File: config.mk
export PLATFORM = sky130hd
export DESIGN_NAME = tdc_meas_ctrl
export DESIGN_NICKNAME = d
export VERILOG_FILES = /design/src/rtl/tdc_pkg.sv /design/src/rtl/tdc_rec_reg.sv /design/src/rtl/tdc_meas_ctrl.sv
export SDC_FILE = /design/constraint.sdc
export NUM_CORES = 1
export LEC_CHECK = 0
export CORE_MARGIN = 4
export CORE_UTILIZATION = 37
export CTS_CLUSTER_DIAMETER = 100
export CTS_CLUSTER_SIZE = 40
export DETAILED_ROUTE_END_ITERATION = 12
export GPL_ROUTABILITY_DRIVEN = 1
export SLEW_MARGIN = 40
export SYNTH_ARGS = -nofsm -noshare
export SYNTH_HDL_FRONTEND = slang
export SYNTH_HIERARCHICAL = 1
export SYNTH_SLANG_ARGS = --single-unit
File: constraint.sdc
create_clock -name iClk -period 5.9 [get_ports iClk]
set_clock_uncertainty 0.05 [all_clocks]
set_input_delay 1.18 -clock iClk [delete_from_list [all_inputs] [get_ports iClk]]
set_output_delay 1.18 -clock iClk [all_outputs]
set_load 0.03 [all_outputs]
File: src/rtl/tdc_pkg.sv
// Shared types and constants for the TDC measurement sequencer.
// State encoding, record layout helpers and default widths.
package tdc_pkg;

  localparam int NUM_DECODE_DEF  = 7;
  localparam int COUNTER_DIG_DEF = 10;

  // flag positions inside the 2-bit flag field at the top of a record
  localparam int FLAG_TO = 1;
  localparam int FLAG_ZW = 0;

  typedef enum logic [2:0] {
    IDLE,
    ARMED,
    RUNNING,
    SETTLE,
    OUT
  } tdc_state_e;

  function automatic int rec_w(input int nd, input int cd);
    return 2 + cd + 2 * nd;
  endfunction

endpackage

File: src/rtl/tdc_rec_reg.sv
// Valid/ready holding register for one measurement record.
// Load sets valid; a handshake clears it; data holds until reloaded.
module tdc_rec_reg #(
  parameter int W = 26
) (
  input  logic         iClk,
  input  logic         rst,
  input  logic         iLoad,
  input  logic [W-1:0] iData,
  input  logic         iReady,
  output logic         oValid,
  output logic [W-1:0] oData,
  output logic         oFire
);

  logic         valid_q, valid_d;
  logic [W-1:0] data_q, data_d;

  // next valid/data: handshake clears valid, load captures a new record
  always_comb begin
    valid_d = valid_q;
    data_d  = data_q;
    if (valid_q && iReady) begin
      valid_d = 1'b0;
    end
    if (iLoad) begin
      valid_d = 1'b1;
      data_d  = iData;
    end
  end

  // record storage with synchronous reset
  always_ff @(posedge iClk) begin
    if (rst) begin
      valid_q <= 1'b0;
      data_q  <= '0;
    end else begin
      valid_q <= valid_d;
      data_q  <= data_d;
    end
  end

  assign oValid = valid_q;
  assign oData  = data_q;
  assign oFire  = valid_q & iReady;

endmodule

File: src/rtl/tdc_meas_ctrl.sv
// Measurement sequencer for the carry-chain TDC.
// Arms capture, tracks one hit, waits for decoders, emits one record.
module tdc_meas_ctrl
  import tdc_pkg::*;
#(
  parameter  int NUM_DECODE  = NUM_DECODE_DEF,
  parameter  int COUNTER_DIG = COUNTER_DIG_DEF,
  parameter  int SETTLE_CYC  = 2,
  parameter  int TIMEOUT_CYC = 1000,
  localparam int REC_W       = rec_w(NUM_DECODE, COUNTER_DIG)
) (
  input  logic                   iClk,
  input  logic                   rst,
  input  logic                   iArm,
  input  logic                   iRise,
  input  logic                   iFall,
  input  logic [COUNTER_DIG-1:0] iCoarse,
  input  logic [NUM_DECODE-1:0]  iDecStart,
  input  logic [NUM_DECODE-1:0]  iDecStop,
  output logic                   oFineClr,
  output logic                   oCoarseClr,
  output logic                   oCoarseEn,
  output logic                   oRecValid,
  input  logic                   iRecReady,
  output logic [REC_W-1:0]       oRecord,
  output logic                   oBusy,
  output logic [7:0]             oDropCnt
);

  tdc_state_e  state_q, state_d;
  logic [15:0] timer_q, timer_d;
  logic [7:0]  settle_q, settle_d;
  logic [7:0]  drop_q, drop_d;
  logic        to_q, to_d;
  logic        zw_q, zw_d;
  logic        clr_q, clr_d;
  logic        cen_q, cen_d;
  logic        busy_q, busy_d;
  logic        load;
  logic        enter_arm;
  logic        rec_fire;
  logic [REC_W-1:0] rec_data;

  // record image as it will be latched at the end of SETTLE
  always_comb begin
    rec_data = {2'b00, iCoarse, iDecStart, iDecStop};
    rec_data[REC_W-2+FLAG_TO] = to_q;
    rec_data[REC_W-2+FLAG_ZW] = zw_q;
  end

  // sequencer next-state, timers, flags and drop counter
  always_comb begin
    state_d   = state_q;
    timer_d   = timer_q;
    settle_d  = settle_q;
    to_d      = to_q;
    zw_d      = zw_q;
    drop_d    = drop_q;
    load      = 1'b0;
    enter_arm = 1'b0;
    unique case (state_q)
      IDLE: begin
        if (iArm) begin
          state_d   = ARMED;
          enter_arm = 1'b1;
        end
      end
      ARMED: begin
        if (!iArm) begin
          state_d = IDLE;
        end else if (iRise && iFall) begin
          state_d  = SETTLE;
          zw_d     = 1'b1;
          settle_d = '0;
        end else if (iRise) begin
          state_d = RUNNING;
          timer_d = '0;
        end
      end
      RUNNING: begin
        if (iFall) begin
          state_d  = SETTLE;
          settle_d = '0;
        end else if (timer_q == 16'(TIMEOUT_CYC - 1)) begin
          state_d  = SETTLE;
          to_d     = 1'b1;
          settle_d = '0;
        end else begin
          timer_d = timer_q + 16'd1;
        end
      end
      SETTLE: begin
        if (settle_q == 8'(SETTLE_CYC - 1)) begin
          state_d = OUT;
          load    = 1'b1;
        end else begin
          settle_d = settle_q + 8'd1;
        end
      end
      OUT: begin
        if (rec_fire) begin
          if (iArm) begin
            state_d   = ARMED;
            enter_arm = 1'b1;
          end else begin
            state_d = IDLE;
          end
        end
      end
      default: state_d = IDLE;
    endcase
    if (enter_arm) begin
      to_d = 1'b0;
      zw_d = 1'b0;
    end
    if (iRise && (state_q == SETTLE || state_q == OUT)
        && drop_q != 8'hFF) begin
      drop_d = drop_q + 8'd1;
    end
  end

  // registered control outputs follow the next state
  always_comb begin
    clr_d  = enter_arm;
    cen_d  = (state_d == RUNNING);
    busy_d = (state_d != IDLE);
  end

  // state and counter registers, synchronous reset
  always_ff @(posedge iClk) begin
    if (rst) begin
      state_q  <= IDLE;
      timer_q  <= '0;
      settle_q <= '0;
      drop_q   <= '0;
      to_q     <= 1'b0;
      zw_q     <= 1'b0;
      clr_q    <= 1'b0;
      cen_q    <= 1'b0;
      busy_q   <= 1'b0;
    end else begin
      state_q  <= state_d;
      timer_q  <= timer_d;
      settle_q <= settle_d;
      drop_q   <= drop_d;
      to_q     <= to_d;
      zw_q     <= zw_d;
      clr_q    <= clr_d;
      cen_q    <= cen_d;
      busy_q   <= busy_d;
    end
  end

  tdc_rec_reg #(
    .W (REC_W)
  ) u_rec (
    .iClk   (iClk),
    .rst    (rst),
    .iLoad  (load),
    .iData  (rec_data),
    .iReady (iRecReady),
    .oValid (oRecValid),
    .oData  (oRecord),
    .oFire  (rec_fire)
  );

  assign oFineClr   = clr_q;
  assign oCoarseClr = clr_q;
  assign oCoarseEn  = cen_q;
  assign oBusy      = busy_q;
  assign oDropCnt   = drop_q;

endmodule

After elaboration in Yosys (flattened, before gate mapping)
Cells that the tools add are included.
- flip-flop bits (word level): 67
- input port bits: 30
- output and inout bits: 39
- logic and storage cells: 76
- $add $sub $neg: 3
- equality and inequality tests: 16
- muxes and demuxes: 29
- bitwise logic cells: 2
- reductions and logical operators: 15
- operator list (kind ; number):
    16-bit two-way mux ; 5
    8-bit two-way mux ; 5
    16-bit one-hot mux with 2 select lines ; 1
    3-bit two-way mux ; 8
    8-bit one-hot mux with 3 select lines ; 1
    16-bit by 1-bit adder with 16-bit output (second input constant) ; 1
    8-bit by 1-bit adder with 8-bit output (second input constant) ; 2
    16-bit by 10-bit equality test with 1-bit output (second input constant) ; 1
    3-bit one-hot mux with 5 select lines ; 1
    2-bit != test (second input constant) ; 7
    3-bit by 2-bit equality test with 1-bit output (second input constant) ; 3
    8-bit by 1-bit equality test with 1-bit output (second input constant) ; 1
    8-bit != test (second input constant) ; 1
    1-bit two-way mux ; 7
    3-bit AND reduction ; 2
    6-bit AND reduction ; 1
    3-bit nonzero test ; 2
    5-bit AND reduction ; 1
    1-bit logical AND ; 4
    2-bit nonzero test ; 2
    3-bit by 1-bit equality test with 1-bit output (second input constant) ; 1
    3-bit equality test (second input constant) ; 1
    3-bit logical NOT ; 1
    3-bit != test (second input constant) ; 1
    other kinds (5) ; 5

Depth between registers and ports, before layout
- depth after elaboration: 5
- depth in mapped cells: 8
- depth with buffers taken out: 7

Modules after synthesis
Netlist, hierarchy kept.
- modules (own cells, without submodules) (module ; times used ; cells each ; area an instance (um^2) ; sequential area each (um^2)):
    tdc_meas_ctrl ; 1 ; 256 ; 2139.6 ; 800.8
    tdc_rec_reg ; 1 ; 89 ; 985.9 ; 540.5

Worst setup path after synthesis
No wires, ideal clock.
- kind: input port to flip-flop
- start point: input port iRise
- end point: register timer_q[5]
- arrival time: 2.401 ns
- path slack: 3.379 ns
- stages on the path: 6
- buffers on the path: 1
- path through: nand4b_1 -> a211o_1 -> a21o_1 -> clkbuf_1 -> or4_1 -> a21oi_1
- cells in the longest elaborated chain, start to end: 3
- elaborated cells between the ends (all ways): 4
- RTL lines (item ; RTL line ; RTL):
    start, declared ; tdc_meas_ctrl.sv:15 ; input logic iRise,
    1-bit logical AND ; tdc_meas_ctrl.sv:71 ; end else if (iRise && iFall) begin
    2-bit != test (no source line) ; - ;
    6-bit AND reduction (no source line) (*) ; - ;
    end signal, assigned ; tdc_meas_ctrl.sv:143 ; timer_q <= timer_d;
    end, declared ; tdc_meas_ctrl.sv:31 ; logic [15:0] timer_q, timer_d;
Every way passes the cells marked *; elsewhere a longest branch is shown, timed or not.
A chain may end at the register's enable or synchronous reset.

Worst setup path in the final report
- start point: input port iRise
- end point: register timer_q[13]
Same word-level chain as after synthesis.

==> impl_metrics.py <==
metrics = {
    "hold_path": {
        "hold_path.class": "reg -> reg",
        "min_from": "settle_q[7]",
        "hold_depth": 2,
        "holdPathEnd": "settle_q[7]",
    },
    "place": {
        "place_congestion": 0.816,
        "hpwlAfterDp_um": 5090,
        "port-buffer-count": 68,
        "place_area_um2": 3820,
        "dp.cells": 501,
    },
    "sta": {
        "relSlewSlack": 0.507,
        "min_period_over_period": 0.531,
        "rsz0062_at_grt": "false",
        "whs_ns": 0.433,
        "slew_viol_final": 0,
        "min_period_ns": 3.13,
        "finalHoldViolCount": 0,
        "fmax_ghz": 0.319,
        "worst_pin_slew_ns": 0.737,
        "setup_viol_count_final": 0,
        "tns_ns": 0,
    },
    "grt": {
        "grt_pass1_wl_um": 12400,
        "grt_max_degree": 43,
        "antenna_found_initial": 0,
        "overflow": 0,
        "grt_pass1_vias": 2642,
        "grt_usage": 0.153,
    },
    "setup_path": {
        "required_ns": 6.12,
        "worst_setup_path_end_kind": "flop",
        "crit_path_start_kind": "primary input",
        "r2r-start": "timer_q[0]",
        "r2r_slack_ns": 3.56,
        "setup.worst_path.start": "iRise",
        "r2r.worst_path.cells": 6,
        "crit_fanout": 30,
        "path_class": "in -> reg",
        "rr_endpoint": "timer_q[13]",
        "cp.arrival_ns": 3.36,
    },
    "clocking": {
        "cts.clk_slew.worst_paths_ns": 0.07,
        "cts_resized": 0,
        "cts_tree": "yes",
        "cts_root_buffer": "clkbuf_8",
        "cts_buffer_depth": 2,
        "cts_hold_buf": 0,
        "clk-insertion-delay-late_ns": 0.34,
        "post_cts_buffers": 0,
        "h-tree-depth": 3,
        "cts_buffers": 9,
        "cts.sinks": 67,
    },
    "logic_synthesis": {
        "synthFlopType": "dfxtp_1",
        "synth.largest_area_cell": "dfxtp_1",
        "ys_ff_latch": 67,
        "async_flop_share": 0,
        "synth.most_common_cell": "dfxtp_1",
        "ys_types": 55,
        "synth_edf_count": 0,
        "synth_seq_area_share": 0.429,
        "avgSynthCellArea_um2": 9.06,
        "synthTopCellsByCount": "dfxtp_1 (67), nor2_1 (42), mux2i_1 (27), a21oi_1 (26), o21ai_0 (18)",
        "syn_nets": 379,
        "netlist_area_um2": 3130,
        "ys_top_cells_by_area": "dfxtp_1 (43%), mux2i_1 (8.6%), nor2_1 (5.0%), a21oi_1 (4.2%), or3_1 (3.2%)",
        "synth_cells": 345,
        "synth.top_cell.area_share": 0.429,
        "ys_warn_count": 6,
    },
    "layout": {
        "fin_area_um2": 4050,
        "stdcell_count": 517,
        "drive_gt1_frac": 0.0801,
        "final_nets": 441,
        "synthToLayoutAreaGrowth_pct": 29.4,
        "nFillCells": 807,
        "antennaDiodeCount": 0,
    },
    "die": {
        "coreArea_um2": 8220,
        "io_pins": 69,
        "die_y_um": 99.9,
        "die_area_um2": 9980,
        "die-width_um": 99.9,
        "rows": 33,
        "initial_core_util": 0.380,
    },
    "status": {
        "status": "completed",
    },
    "routing": {
        "wl_um": 7290,
        "wire_per_inst_um": 14.1,
        "drt_iter0_drc": 60,
        "viasPerCell": 5.23,
        "drc": 0,
        "dr.pass1.iters": 4,
        "vias": 2703,
        "ant_nets": 0,
    },
    "power_and_ir_drop": {
        "power.density_nw_per_um2": 237,
        "p_leak_uw": 0.00137,
        "power_uw": 960,
        "peakVddDrop_mv": 0.134,
    },
    "job": {
        "cap_violations": 0,
    },
}
[area by class of cell]
cell class	instances	area, µm²	share of cell area
clock buffers	10	138	0.0340
clock inverters	6	87.6	0.0217
inverters	9	33.8	0.00835
multi-input cells	250	1620	0.400
flip-flops and latches	67	1340	0.332
well taps	105	131	0.0325
repair buffers	70	696	0.172
[cells in the final DEF (no fill, tap or decap), types with 3 or more instances in the layout]
| cell | Yosys | final |
|---|---|---|
| or3_1 | 16 | 16 |
| nand2_1 | 13 | 13 |
| and2_1 | 7 | 7 |
| nand3_1 | 10 | 10 |
| o21ai_0 | 18 | 18 |
| or4_1 | 7 | 7 |
| clkbuf_8 | 0 | 10 |
| nand4_1 | 7 | 7 |
| nor2_1 | 42 | 42 |
| nor3_1 | 7 | 6 |
| clkdlybuf4s50_1 | 0 | 68 |
| mux2i_1 | 27 | 27 |
| a211oi_1 | 3 | 3 |
| xnor2_1 | 5 | 5 |
| dfxtp_1 | 67 | 67 |
| and3_2 | 4 | 4 |
| a31oi_1 | 3 | 3 |
| and3_1 | 8 | 8 |
| a21oi_1 | 26 | 26 |
| o31ai_1 | 7 | 7 |
| ha_1 | 4 | 4 |
| inv_1 | 9 | 9 |
| a21o_1 | 3 | 3 |
[power breakdown]
part | switching (µW) | internal [µW]
registers | 5.68 | 457
logic | 34.8 | 33.4
clock network | 179 | 250
[cells by family after synthesis]
logic type	count (synthesis)	share of synthesized area
buffers and inverters	28	0.0548
flip-flops	67	0.429
multiplexers	27	0.0865
AND/OR/NAND/NOR	141	0.255
adder cells (fa/ha/maj)	4	0.0160
AO/OA/AOI/OAI	72	0.142
XOR/XNOR	6	0.0168
[layer usage]
| metal | vias to the layer above | global-route usage | wire length, µm |
|---|---|---|---|
| met1 | 1242 | 0.196 | 3480 |
| met5 | - | 0 | 0 |
| met4 | 0 | 0.0630 | 129 |
| met2 | 71 | 0.242 | 3260 |
| met3 | 15 | 0.0424 | 420 |
| li1 | 1375 | - | - |
[per-stage QoR]
step / utilization / setup WS, ns
6_report: 0.492 / 2.77
5_1_grt: 0.492 / 2.62
4_1_cts: 0.492 / 2.78
3_5_place_dp: 0.465 / 2.40
3_3_place_gp: 0.465 / 2.45
2_1_floorplan: - / 3.38
[critical path: stages]
cell and delay (ns):
clkdlybuf4s50_1 0.57, nand4b_1 0.16, a211o_1 0.31, a21o_1 0.40, or4_1 0.59, a21oi_1 0.14
[worst max path at each step]
stage	end	slack (ns)	cells after the start
2_1_floorplan	timer_q[5]	3.38	6
3_3_place_gp	timer_q[13]	2.45	6
3_5_place_dp	timer_q[13]	2.40	6
4_1_cts	timer_q[13]	2.78	6
5_1_grt	timer_q[13]	2.62	6
6_report	timer_q[13]	2.77	6
[state kept, by name (all words and copies together), names as in the netlist]
register / flops
oBusy: 1
oCoarseClr: 1
oCoarseEn: 1
oDropCnt: 8
settle_q: 8
state_q: 3
timer_q: 16
to_q: 1
u_rec/oData: 26
u_rec/oValid: 1
zw_q: 1
Power figures use the tool's default switching activity.
